**src/rtl/fetch_issue_unit_pkg.sv**
```systemverilog
// Shared definitions for the fetch issue unit.
//   - PC_select encodings (sequential, branch, JAL, JALR)
//   - NOP bubble encoding (addi x0, x0, 0)
//   - fetch FSM state enum
package fetch_issue_unit_pkg;

   localparam logic [1:0] PC_SEQ    = 2'b00;
   localparam logic [1:0] PC_BRANCH = 2'b01;
   localparam logic [1:0] PC_JAL    = 2'b10;
   localparam logic [1:0] PC_JALR   = 2'b11;

   // Default NOP_INSTR value used for bubbles.
   localparam logic [31:0] NOP_INSTR_WORD = 32'h00000013;

   typedef enum logic [1:0] {
      IDLE  = 2'b00,
      ISSUE = 2'b01,
      WAIT  = 2'b10
   } fetch_state_e;

endpackage

```
**src/rtl/fetch_issue_unit_skid_buffer.sv**
```systemverilog
// fetch_skid_buffer: one-entry instruction/PC holding register that catches a
// memory response arriving while decode is stalled and the output is full.
// Ports:
//   clock, reset        clock and synchronous active-high reset (clears valid)
//   load                capture load_data/load_pc (wins over unload)
//   unload              entry consumed this cycle
//   clear               flush on redirect (highest priority)
//   load_data, load_pc  entry to capture
//   valid, data, pc     current entry
module fetch_skid_buffer
   import fetch_issue_unit_pkg::*;
#(
   parameter int DATA_WIDTH   = 32,
   parameter int ADDRESS_BITS = 20
)(
   input  logic                    clock,
   input  logic                    reset,
   input  logic                    load,
   input  logic                    unload,
   input  logic                    clear,
   input  logic [DATA_WIDTH-1:0]   load_data,
   input  logic [ADDRESS_BITS-1:0] load_pc,
   output logic                    valid,
   output logic [DATA_WIDTH-1:0]   data,
   output logic [ADDRESS_BITS-1:0] pc
);

   // Only the valid flag is reset; the payload is qualified by it.
   always_ff @(posedge clock) begin
      if (reset || clear) begin
         valid <= 1'b0;
      end else if (load) begin
         valid <= 1'b1;
      end else if (unload) begin
         valid <= 1'b0;
      end
   end

   always_ff @(posedge clock) begin
      if (load && !clear) begin
         data <= load_data;
         pc   <= load_pc;
      end
   end

endmodule

```
**src/rtl/fetch_issue_unit.sv**
```systemverilog
// fetch_issue_unit: fetch front end. Owns the PC, issues one instruction-memory
// read at a time, and drives the instruction/PC pair captured by the
// fetch-to-decode register. Redirects flush in-flight state; stale responses
// are dropped. A NOP bubble is presented whenever no valid instruction exists.
// Optional build macro FETCH_PERF_CNT_EN adds saturating perf_fetched and
// perf_discarded counters.
// Ports:
//   clock, reset                 clock, synchronous active-high reset
//   start, program_address       begin fetching at program_address (IDLE only)
//   stall                        decode not accepting; output register holds
//   PC_select, *_target          next-PC source and redirect targets
//   imem_req_valid/ready/address instruction-memory request channel
//   imem_resp_valid/data         instruction-memory response (in order)
//   instruction_fetch, inst_PC_fetch, fetch_valid   output to decode register
module fetch_issue_unit
   import fetch_issue_unit_pkg::*;
#(
   parameter int                    DATA_WIDTH   = 32,
   parameter int                    ADDRESS_BITS = 20,
   parameter logic [DATA_WIDTH-1:0] NOP_INSTR    = NOP_INSTR_WORD
)(
   input  logic                    clock,
   input  logic                    reset,
   input  logic                    start,
   input  logic [ADDRESS_BITS-1:0] program_address,
   input  logic                    stall,
   input  logic [1:0]              PC_select,
   input  logic [ADDRESS_BITS-1:0] branch_target,
   input  logic [ADDRESS_BITS-1:0] JAL_target,
   input  logic [ADDRESS_BITS-1:0] JALR_target,
   output logic                    imem_req_valid,
   input  logic                    imem_req_ready,
   output logic [ADDRESS_BITS-1:0] imem_address,
   input  logic                    imem_resp_valid,
   input  logic [DATA_WIDTH-1:0]   imem_resp_data,
   output logic [DATA_WIDTH-1:0]   instruction_fetch,
   output logic [ADDRESS_BITS-1:0] inst_PC_fetch,
`ifdef FETCH_PERF_CNT_EN
   output logic [31:0]             perf_fetched,
   output logic [31:0]             perf_discarded,
`endif
   output logic                    fetch_valid
);

   fetch_state_e            state;
   logic [ADDRESS_BITS-1:0] pc;
   logic [ADDRESS_BITS-1:0] req_pc;
   logic                    discard;

   logic [ADDRESS_BITS-1:0] redirect_target;
   logic                    redirect;
   logic                    accepted;
   logic                    resp_seen;
   logic                    deliver;
   logic                    drop;

   logic                    skid_valid;
   logic [DATA_WIDTH-1:0]   skid_data;
   logic [ADDRESS_BITS-1:0] skid_pc;
   logic                    skid_load;
   logic                    skid_unload;

   always_comb begin
      redirect_target = pc;
      case (PC_select)
         PC_BRANCH: redirect_target = branch_target;
         PC_JAL:    redirect_target = JAL_target;
         PC_JALR:   redirect_target = JALR_target & ~ADDRESS_BITS'(1);
         default:   redirect_target = pc;
      endcase
   end

   // Redirects only matter once fetching has begun; in IDLE start has the say.
   assign redirect       = (state != IDLE) && (PC_select != PC_SEQ);
   // A full skid buffer blocks new requests so a response always has a home.
   assign imem_req_valid = (state == ISSUE) && !skid_valid;
   assign imem_address   = pc;
   assign accepted       = imem_req_valid && imem_req_ready;
   assign resp_seen      = (state == WAIT) && imem_resp_valid;
   assign deliver        = resp_seen && !discard && !redirect;
   assign drop           = resp_seen && (discard || redirect);

   assign skid_unload = !stall && skid_valid;
   assign skid_load   = deliver && ((stall && fetch_valid) || (!stall && skid_valid));

   fetch_skid_buffer #(
      .DATA_WIDTH   (DATA_WIDTH),
      .ADDRESS_BITS (ADDRESS_BITS)
   ) u_skid (
      .clock     (clock),
      .reset     (reset),
      .load      (skid_load),
      .unload    (skid_unload),
      .clear     (redirect),
      .load_data (imem_resp_data),
      .load_pc   (req_pc),
      .valid     (skid_valid),
      .data      (skid_data),
      .pc        (skid_pc)
   );

   // Fetch FSM: PC, outstanding-request tracking and stale-response discard.
   always_ff @(posedge clock) begin
      if (reset) begin
         state   <= IDLE;
         pc      <= '0;
         discard <= 1'b0;
      end else begin
         case (state)
            IDLE: begin
               if (start) begin
                  pc    <= program_address;
                  state <= ISSUE;
               end
            end
            ISSUE: begin
               if (redirect) begin
                  pc <= redirect_target;
                  if (accepted) begin
                     // The request just sent targets the old path.
                     discard <= 1'b1;
                     state   <= WAIT;
                  end
               end else if (accepted) begin
                  req_pc <= pc;
                  state  <= WAIT;
               end
            end
            WAIT: begin
               if (redirect) begin
                  pc <= redirect_target;
                  if (imem_resp_valid) begin
                     // Response consumed and dropped right now; nothing left in flight.
                     discard <= 1'b0;
                     state   <= ISSUE;
                  end else begin
                     discard <= 1'b1;
                  end
               end else if (imem_resp_valid) begin
                  if (!discard) begin
                     pc <= req_pc + ADDRESS_BITS'(4);
                  end
                  discard <= 1'b0;
                  state   <= ISSUE;
               end
            end
            default: state <= IDLE;
         endcase
      end
   end

   // Output register toward decode; skid entry is older than a new delivery.
   always_ff @(posedge clock) begin
      if (reset) begin
         instruction_fetch <= NOP_INSTR;
         inst_PC_fetch     <= '0;
         fetch_valid       <= 1'b0;
      end else if (redirect) begin
         instruction_fetch <= NOP_INSTR;
         fetch_valid       <= 1'b0;
      end else if (!stall) begin
         if (skid_valid) begin
            instruction_fetch <= skid_data;
            inst_PC_fetch     <= skid_pc;
            fetch_valid       <= 1'b1;
         end else if (deliver) begin
            instruction_fetch <= imem_resp_data;
            inst_PC_fetch     <= req_pc;
            fetch_valid       <= 1'b1;
         end else begin
            instruction_fetch <= NOP_INSTR;
            fetch_valid       <= 1'b0;
         end
      end else if (!fetch_valid && deliver) begin
         // Stalled on a bubble: the bubble may be overwritten.
         instruction_fetch <= imem_resp_data;
         inst_PC_fetch     <= req_pc;
         fetch_valid       <= 1'b1;
      end
   end

`ifdef FETCH_PERF_CNT_EN
   always_ff @(posedge clock) begin
      if (reset) begin
         perf_fetched   <= '0;
         perf_discarded <= '0;
      end else begin
         if (deliver && (perf_fetched != 32'hFFFF_FFFF)) begin
            perf_fetched <= perf_fetched + 32'd1;
         end
         if (drop && (perf_discarded != 32'hFFFF_FFFF)) begin
            perf_discarded <= perf_discarded + 32'd1;
         end
      end
   end
`else
   logic unused_drop;
   assign unused_drop = drop;
`endif

endmodule

```
**config.mk**
```make
export PLATFORM = sky130hd
export DESIGN_NAME = fetch_issue_unit
export DESIGN_NICKNAME = d
export VERILOG_FILES = /design/src/rtl/fetch_issue_unit_pkg.sv /design/src/rtl/fetch_issue_unit_skid_buffer.sv /design/src/rtl/fetch_issue_unit.sv
export SDC_FILE = /design/constraint.sdc
export NUM_CORES = 1
export LEC_CHECK = 0
export BUFFER_PORTS_ARGS = -buffer_cell sky130_fd_sc_hd__buf_2
export CORE_MARGIN = 2
export CORE_UTILIZATION = 55
export DETAILED_ROUTE_END_ITERATION = 8
export PLACE_DENSITY = 0.92
export SLEW_MARGIN = 10
export SYNTH_ARGS = -nofsm -noshare
export SYNTH_HDL_FRONTEND = slang
export SYNTH_SLANG_ARGS = --single-unit
```
**constraint.sdc**
```tcl
create_clock -name clock -period 13.7 [get_ports clock]
set_input_delay 2.74 -clock clock [delete_from_list [all_inputs] [get_ports clock]]
set_output_delay 2.74 -clock clock [all_outputs]
set_load 0.1 [all_outputs]
```
* After elaboration in Yosys (flattened, before gate mapping)
Cells that the tools add are included.
** Word-level totals
- Output and inout port bits :: 74
- Bits in latches :: 0
- Memory bits (read-only) :: 0
- Word-level logic and storage cells :: 87
- Bits in writable memories :: 0
- Memories :: 0
- Input port bits :: 120
- Flip-flop bits (word level) :: 149
** Operators by class
- $mul :: 0
- $lt $le $gt $ge :: 0
- Reduce and logical (&&, ||, !) cells :: 31
- Divide/modulo/power cells :: 0
- $add $sub $neg :: 1
- Shift operators :: 0
- Eq/ne operators :: 12
- Mux-type cells :: 31
- Bitwise gates (word level) :: 2
** Operators with widths (number)
- $mux 20 :: 9
- $mux 32 :: 4
- $pmux 20 s3 :: 2
- $add 20x3->20 const B :: 1
- $logic_and 1x1->1 :: 11
- $mux 1 :: 11
- $reduce_and 4->1 :: 2
- $reduce_bool 2->1 :: 4
- $eq 2x2->1 const B :: 3
- $mux 2 :: 3
- $ne 2x2->1 const B :: 3
- $ne 3x2->1 const B :: 2
- $pmux 2 s3 :: 1
- $reduce_and 3->1 :: 2
- $reduce_bool 3->1 :: 2
- $logic_not 1->1 :: 5
- $reduce_and 5->1 :: 1
- $eq 2x1->1 const B :: 2
- $ne 2x1->1 const B :: 2
- $logic_not 2->1 :: 1
- $logic_or 1x1->1 :: 2
- $not 1->1 :: 2
- $pmux 1 s2 :: 1
- $reduce_or 2->1 :: 1

* Longest topological paths before layout
- Depth in word-level cells :: 7
- Mapped depth :: 10
- Gate-level depth less buffers :: 7

* By module
A second synthesis with hierarchy kept.
** Second synthesis, totals
- Cell total of the unflattened synthesis :: 678
- Area total of the unflattened synthesis :: 7006.7 um2
** Modules (own cells, without submodules)
- fetch_issue_unit :: instances 1, area each 5393.9 um2, sequential area each 2122.0 um2, cells each 621
- fetch_skid_buffer :: instances 1, area each 1612.8 um2, sequential area each 1581.5 um2, cells each 57

* Least setup slack after synthesis
Ideal clock, no wire load.
- Path type :: input -> register
- From :: in stall
- To :: reg u_skid.data[0] (enable)
- Cell stages on the path :: 5
- Library setup time :: 0.525 ns
- Buffers on the path :: 2
- Arrival :: 7.098 ns
- Data required time :: 13.175 ns
- Slack :: 6.076 ns
- Cells stage by stage :: nor2b_1 buf_2 buf_1 a21oi_1 nor3_1
** Between the ends
- Word-level cells in the longest chain between the ends :: 5
- Elaborated cells on any way between the ends :: 6
- Classes of those cells :: reduce/logical: 6
** Ends and longest elaborated chain
- start, declared :: line fetch_issue_unit.sv:26 : input logic stall,
- $logic_not 1->1
- $logic_and 1x1->1 :: line fetch_issue_unit.sv:84 : assign skid_load = deliver && ((stall && fetch_valid) || (!stall && skid_valid));
- $logic_or 1x1->1 * :: line fetch_issue_unit.sv:84
- $logic_and 1x1->1 * :: line fetch_issue_unit.sv:84
- $logic_and 1x1->1 * :: line fetch_issue_unit_skid_buffer.sv:40 : if (load && !clear) begin
- end signal, assigned :: line fetch_issue_unit_skid_buffer.sv:41 : data <= load_data;
- end, declared :: line fetch_issue_unit_skid_buffer.sv:24 : output logic [DATA_WIDTH-1:0] data,
Every way passes the cells marked *; elsewhere a longest branch is shown, timed or not.
A chain may end at the register's enable or synchronous reset.

* Final worst setup path
- From :: in PC_select[0]
- To :: reg instruction_fetch[15]
** Between the ends
- Word-level cells in the longest chain between the ends :: 7
- Elaborated cells on any way between the ends :: 10
- Classes of those cells :: eq/ne: 1; mux: 3; reduce/logical: 6
** Ends and longest elaborated chain
- start, declared :: line fetch_issue_unit.sv:27 : input logic [1:0] PC_select,
- $reduce_bool 2->1 * :: line fetch_issue_unit.sv:74 : assign redirect = (state != IDLE) && (PC_select != PC_SEQ);
- $logic_and 1x1->1 * :: line fetch_issue_unit.sv:74
- $logic_not 1->1 :: line fetch_issue_unit.sv:80 : assign deliver = resp_seen && !discard && !redirect;
- $logic_and 1x1->1 :: line fetch_issue_unit.sv:80
- $mux 32 :: line fetch_issue_unit.sv:166 : end else if (deliver) begin
- $mux 32 :: line fetch_issue_unit.sv:162 : if (skid_valid) begin
- $mux 32 :: line fetch_issue_unit.sv:161 : end else if (!stall) begin
- end signal, assigned :: line fetch_issue_unit.sv:163 : instruction_fetch <= skid_data;
- end signal, assigned :: line fetch_issue_unit.sv:167 : instruction_fetch <= imem_resp_data;
- end signal, assigned :: line fetch_issue_unit.sv:176 : instruction_fetch <= imem_resp_data;
- end, declared :: line fetch_issue_unit.sv:36 : output logic [DATA_WIDTH-1:0] instruction_fetch,
Marks and branches as above.

==> metrics.cfg <==
[setup_path]
start_kind=input pin
cp_num_cells=5
cp-endpoint=instruction_fetch[15]$_SDFFE_PN0P_
arrival_ps=5480
critPathCaptureType=flop
rrSetupSlack_ps=10340
cp_slowest_stage_delay_ps=1050
critPathRequiredTime_ps=14050
crit_slowest_cell=o31a_1
crit_fanout=36
reg2reg_to=inst_PC_fetch[14]$_SDFFE_PP0P_
critPathBufInv=1
cp-startpoint=PC_select[0]
critical_path_class=in2reg
timing.rr.start=state[0]$_SDFFE_PP0P_
crit_family=compound AO/OA/AOI/OAI gates
cp_cell_sequence=buf_2, o21ba_2, o31a_1, a2bb2oi_1, nor2_1
r2r_cells=7

[synthesis]
synth_edf_count=72
synth-main-ff-cell=dfxtp_1
synth-seq-area-share_pct=51.5
synth_top_cell_by_area=edfxtp_1
synth_area_leaders=edfxtp_1 (30%), dfxtp_1 (21%), mux2i_1 (8.9%)
ys_types=67
syn_area_sq_um=7200
netlist_instances=657
synth.most_common_cell=dfxtp_1
synth_common_cells=dfxtp_1 (77), nor2_1 (75), edfxtp_1 (72), mux2i_1 (64), a21oi_1 (39)
syn_avg_cell_area_sq_um=11.0
synth_top_area_share_pct=30.0
ys_ff_latch=149
yosysWarnings=0
synth_nets=783
ys_async_sr_fraction_pct=0

[clock_tree]
htree_levels=4
cts_tree=yes
clkTransAtPathRegs_ps=60
postCtsHoldBufs=0
root_buffer=clkbuf_16
cts_sinks=149
clockBufferDepth=2
cts_resized=0
numCtsBuffers=17
insertion_delay_ps=420
cts_setup_buffers=0

[layout]
num_antenna_cells=0
drive_gt1_share_pct=30.9
syn_to_final_growth_pct=22.3
final_nets=950
fill_cells=927
fin_area_sq_um=8800
final_core_util_pct=69.2
finalNonFillerCells=1009

[run]
max_cap_viol_count=0

[floorplan]
die_w_um=118
die_y_um=118
rows=41
ios=194
core_sq_um=12700
initial_core_util_pct=56.6
dieArea_sq_um=14000

[timing]
clock_skew_ps=6.62
tns_ps=0
finalSetupViolations=0
slew_headroom_pct=17.9
hold_viol=0
worst_slack_ps=8570
rsz0062_at_grt=no
worst_pin_slew_ps=1230
fin_crit_sh_pct=37.5
drv_slew=0
period_minus_slack_ps=5130
fmax_ghz=0.195
timing.hold.ws_ps=459

[placed_design]
placed_area_sq_um=8190
post-dp-hpwl_um=13200
place_congestion=0.853
dp_slack_ps=8210
port_buffers=192
dpl.cell_count=977

[global_routing]
grt_usage_pct=28.1
grt.overflow.total=0
grt_max_degree=56
grt_pass1_vias=6084
antenna_found_initial=0
grt_first_pass_wirelength_um=31300

[power]
cellPowerDensity_nw_per_um2=194
ir_drop_mv=0.148
power.total_mw=1.71
leakagePower_nw=3.38

[routing]
drc=0
vias_per_cell=6.21
drtPass1Iterations=5
wl_um=19800
wl_per_cell_um=19.6
drtIter0Drc=662
num_vias=6270
ant_nets=0

[hold_path]
hold_path.class=reg2reg
worstHoldPathCells=0

[outcome]
status=completed

[report_power, final]
part	internal (mW)	switching [mW]	leakage, nW
clock network	0.302	0.179	0.288
registers	0.519	0.0457	1.28
logic	0.158	0.508	1.82
[sequential cells by signal (all words and copies together), names as in the netlist]
signal and count:
u_skid.data 32, state 2, u_skid.valid 1, u_skid.pc 20
imem_address 20, inst_PC_fetch 20, fetch_valid 1, instruction_fetch 32
discard 1, req_pc 20
[worst min path at each step]
stage | slack, ps | start | endpoint
4_1_cts | 460 | imem_address[15]$_SDFFE_PP0P_ | req_pc[15]$_DFFE_PP_
3_5_place_dp | 440 | imem_address[15]$_SDFFE_PP0P_ | req_pc[15]$_DFFE_PP_
3_3_place_gp | 450 | imem_address[15]$_SDFFE_PP0P_ | req_pc[15]$_DFFE_PP_
2_1_floorplan | 450 | req_pc[0]$_DFFE_PP_ | u_skid.pc[0]$_DFFE_PP_
5_1_grt | 490 | imem_address[15]$_SDFFE_PP0P_ | req_pc[15]$_DFFE_PP_
6_report | 460 | imem_address[15]$_SDFFE_PP0P_ | req_pc[15]$_DFFE_PP_
[worst register-to-register path, stage by stage (launching register included)]
cell and delay [ps]:
dfxtp_1 360, inv_1 110, ha_1 730, nand3b_1 420, o31ai_4 370, o211a_1 930, nor2_1 120, a211oi_1 240
[cells by family (layout without fill, tap and decap cells)]
family / Yosys count / after routing / synth area share, %
AOI/OAI and AO/OA: 203 / 203 / 20.5
xor gates and xnor gates: 11 / 11 / 1.34
adders and majority gates: 6 / 6 / 1.04
buffers and inverters: 60 / 240 / 4.10
DFF: 149 / 149 / 51.5
muxes: 77 / 77 / 11.3
and+or+nand+nor: 151 / 151 / 10.3
[cell usage in the layout, fill, tap and decap left out, drive strengths merged, types with 3 or more instances in the layout]
master    Yosys  final
buf          31    200
dfxtp        77     77
nor2         75     75
edfxtp       72     72
mux2i        64     64
a21oi        39     39
a2bb2oi      31     31
a211oi       29     29
o21ai        24     24
nand2        19     19
clkbuf       21     17
o22ai        15     15
nor2b        12     12
mux2         11     11
inv           8      9
nor3          9      9
o32ai         7      7
o211ai        7      7
nand4         7      7
nand3         7      7
xor2          6      6
o2111ai       6      6
ha            6      6
clkinv        0      6
nand2b        5      5
xnor2         5      5
o21a          4      4
o221ai        4      4
a221oi        4      4
bufinv        0      4
clkinvlp      0      4
nor4          4      4
nand3b        3      3
a31o          3      3
o2bb2ai       3      3
o31ai         3      3
[final cells by class]
class	instances	area, sq um	area share (%)
clock buffers	17	425	4.83
clock inverters	15	185	2.10
inverters	8	30.0	0.341
multi-input cells	448	3220	36.6
flip-flops and latches	149	3700	42.1
well taps	172	215	2.45
repair buffers	200	1020	11.6
[per-layer routing]
metal | share of wire [%] | track usage (%) | wire (um)
met5 | 0 | 0 | 0
met4 | 2.6 | 10.6 | 520
met3 | 9.8 | 7.67 | 1940
met2 | 48 | 46.1 | 9530
met1 | 39 | 35.4 | 7810
(Power assumes the default switching activity.)
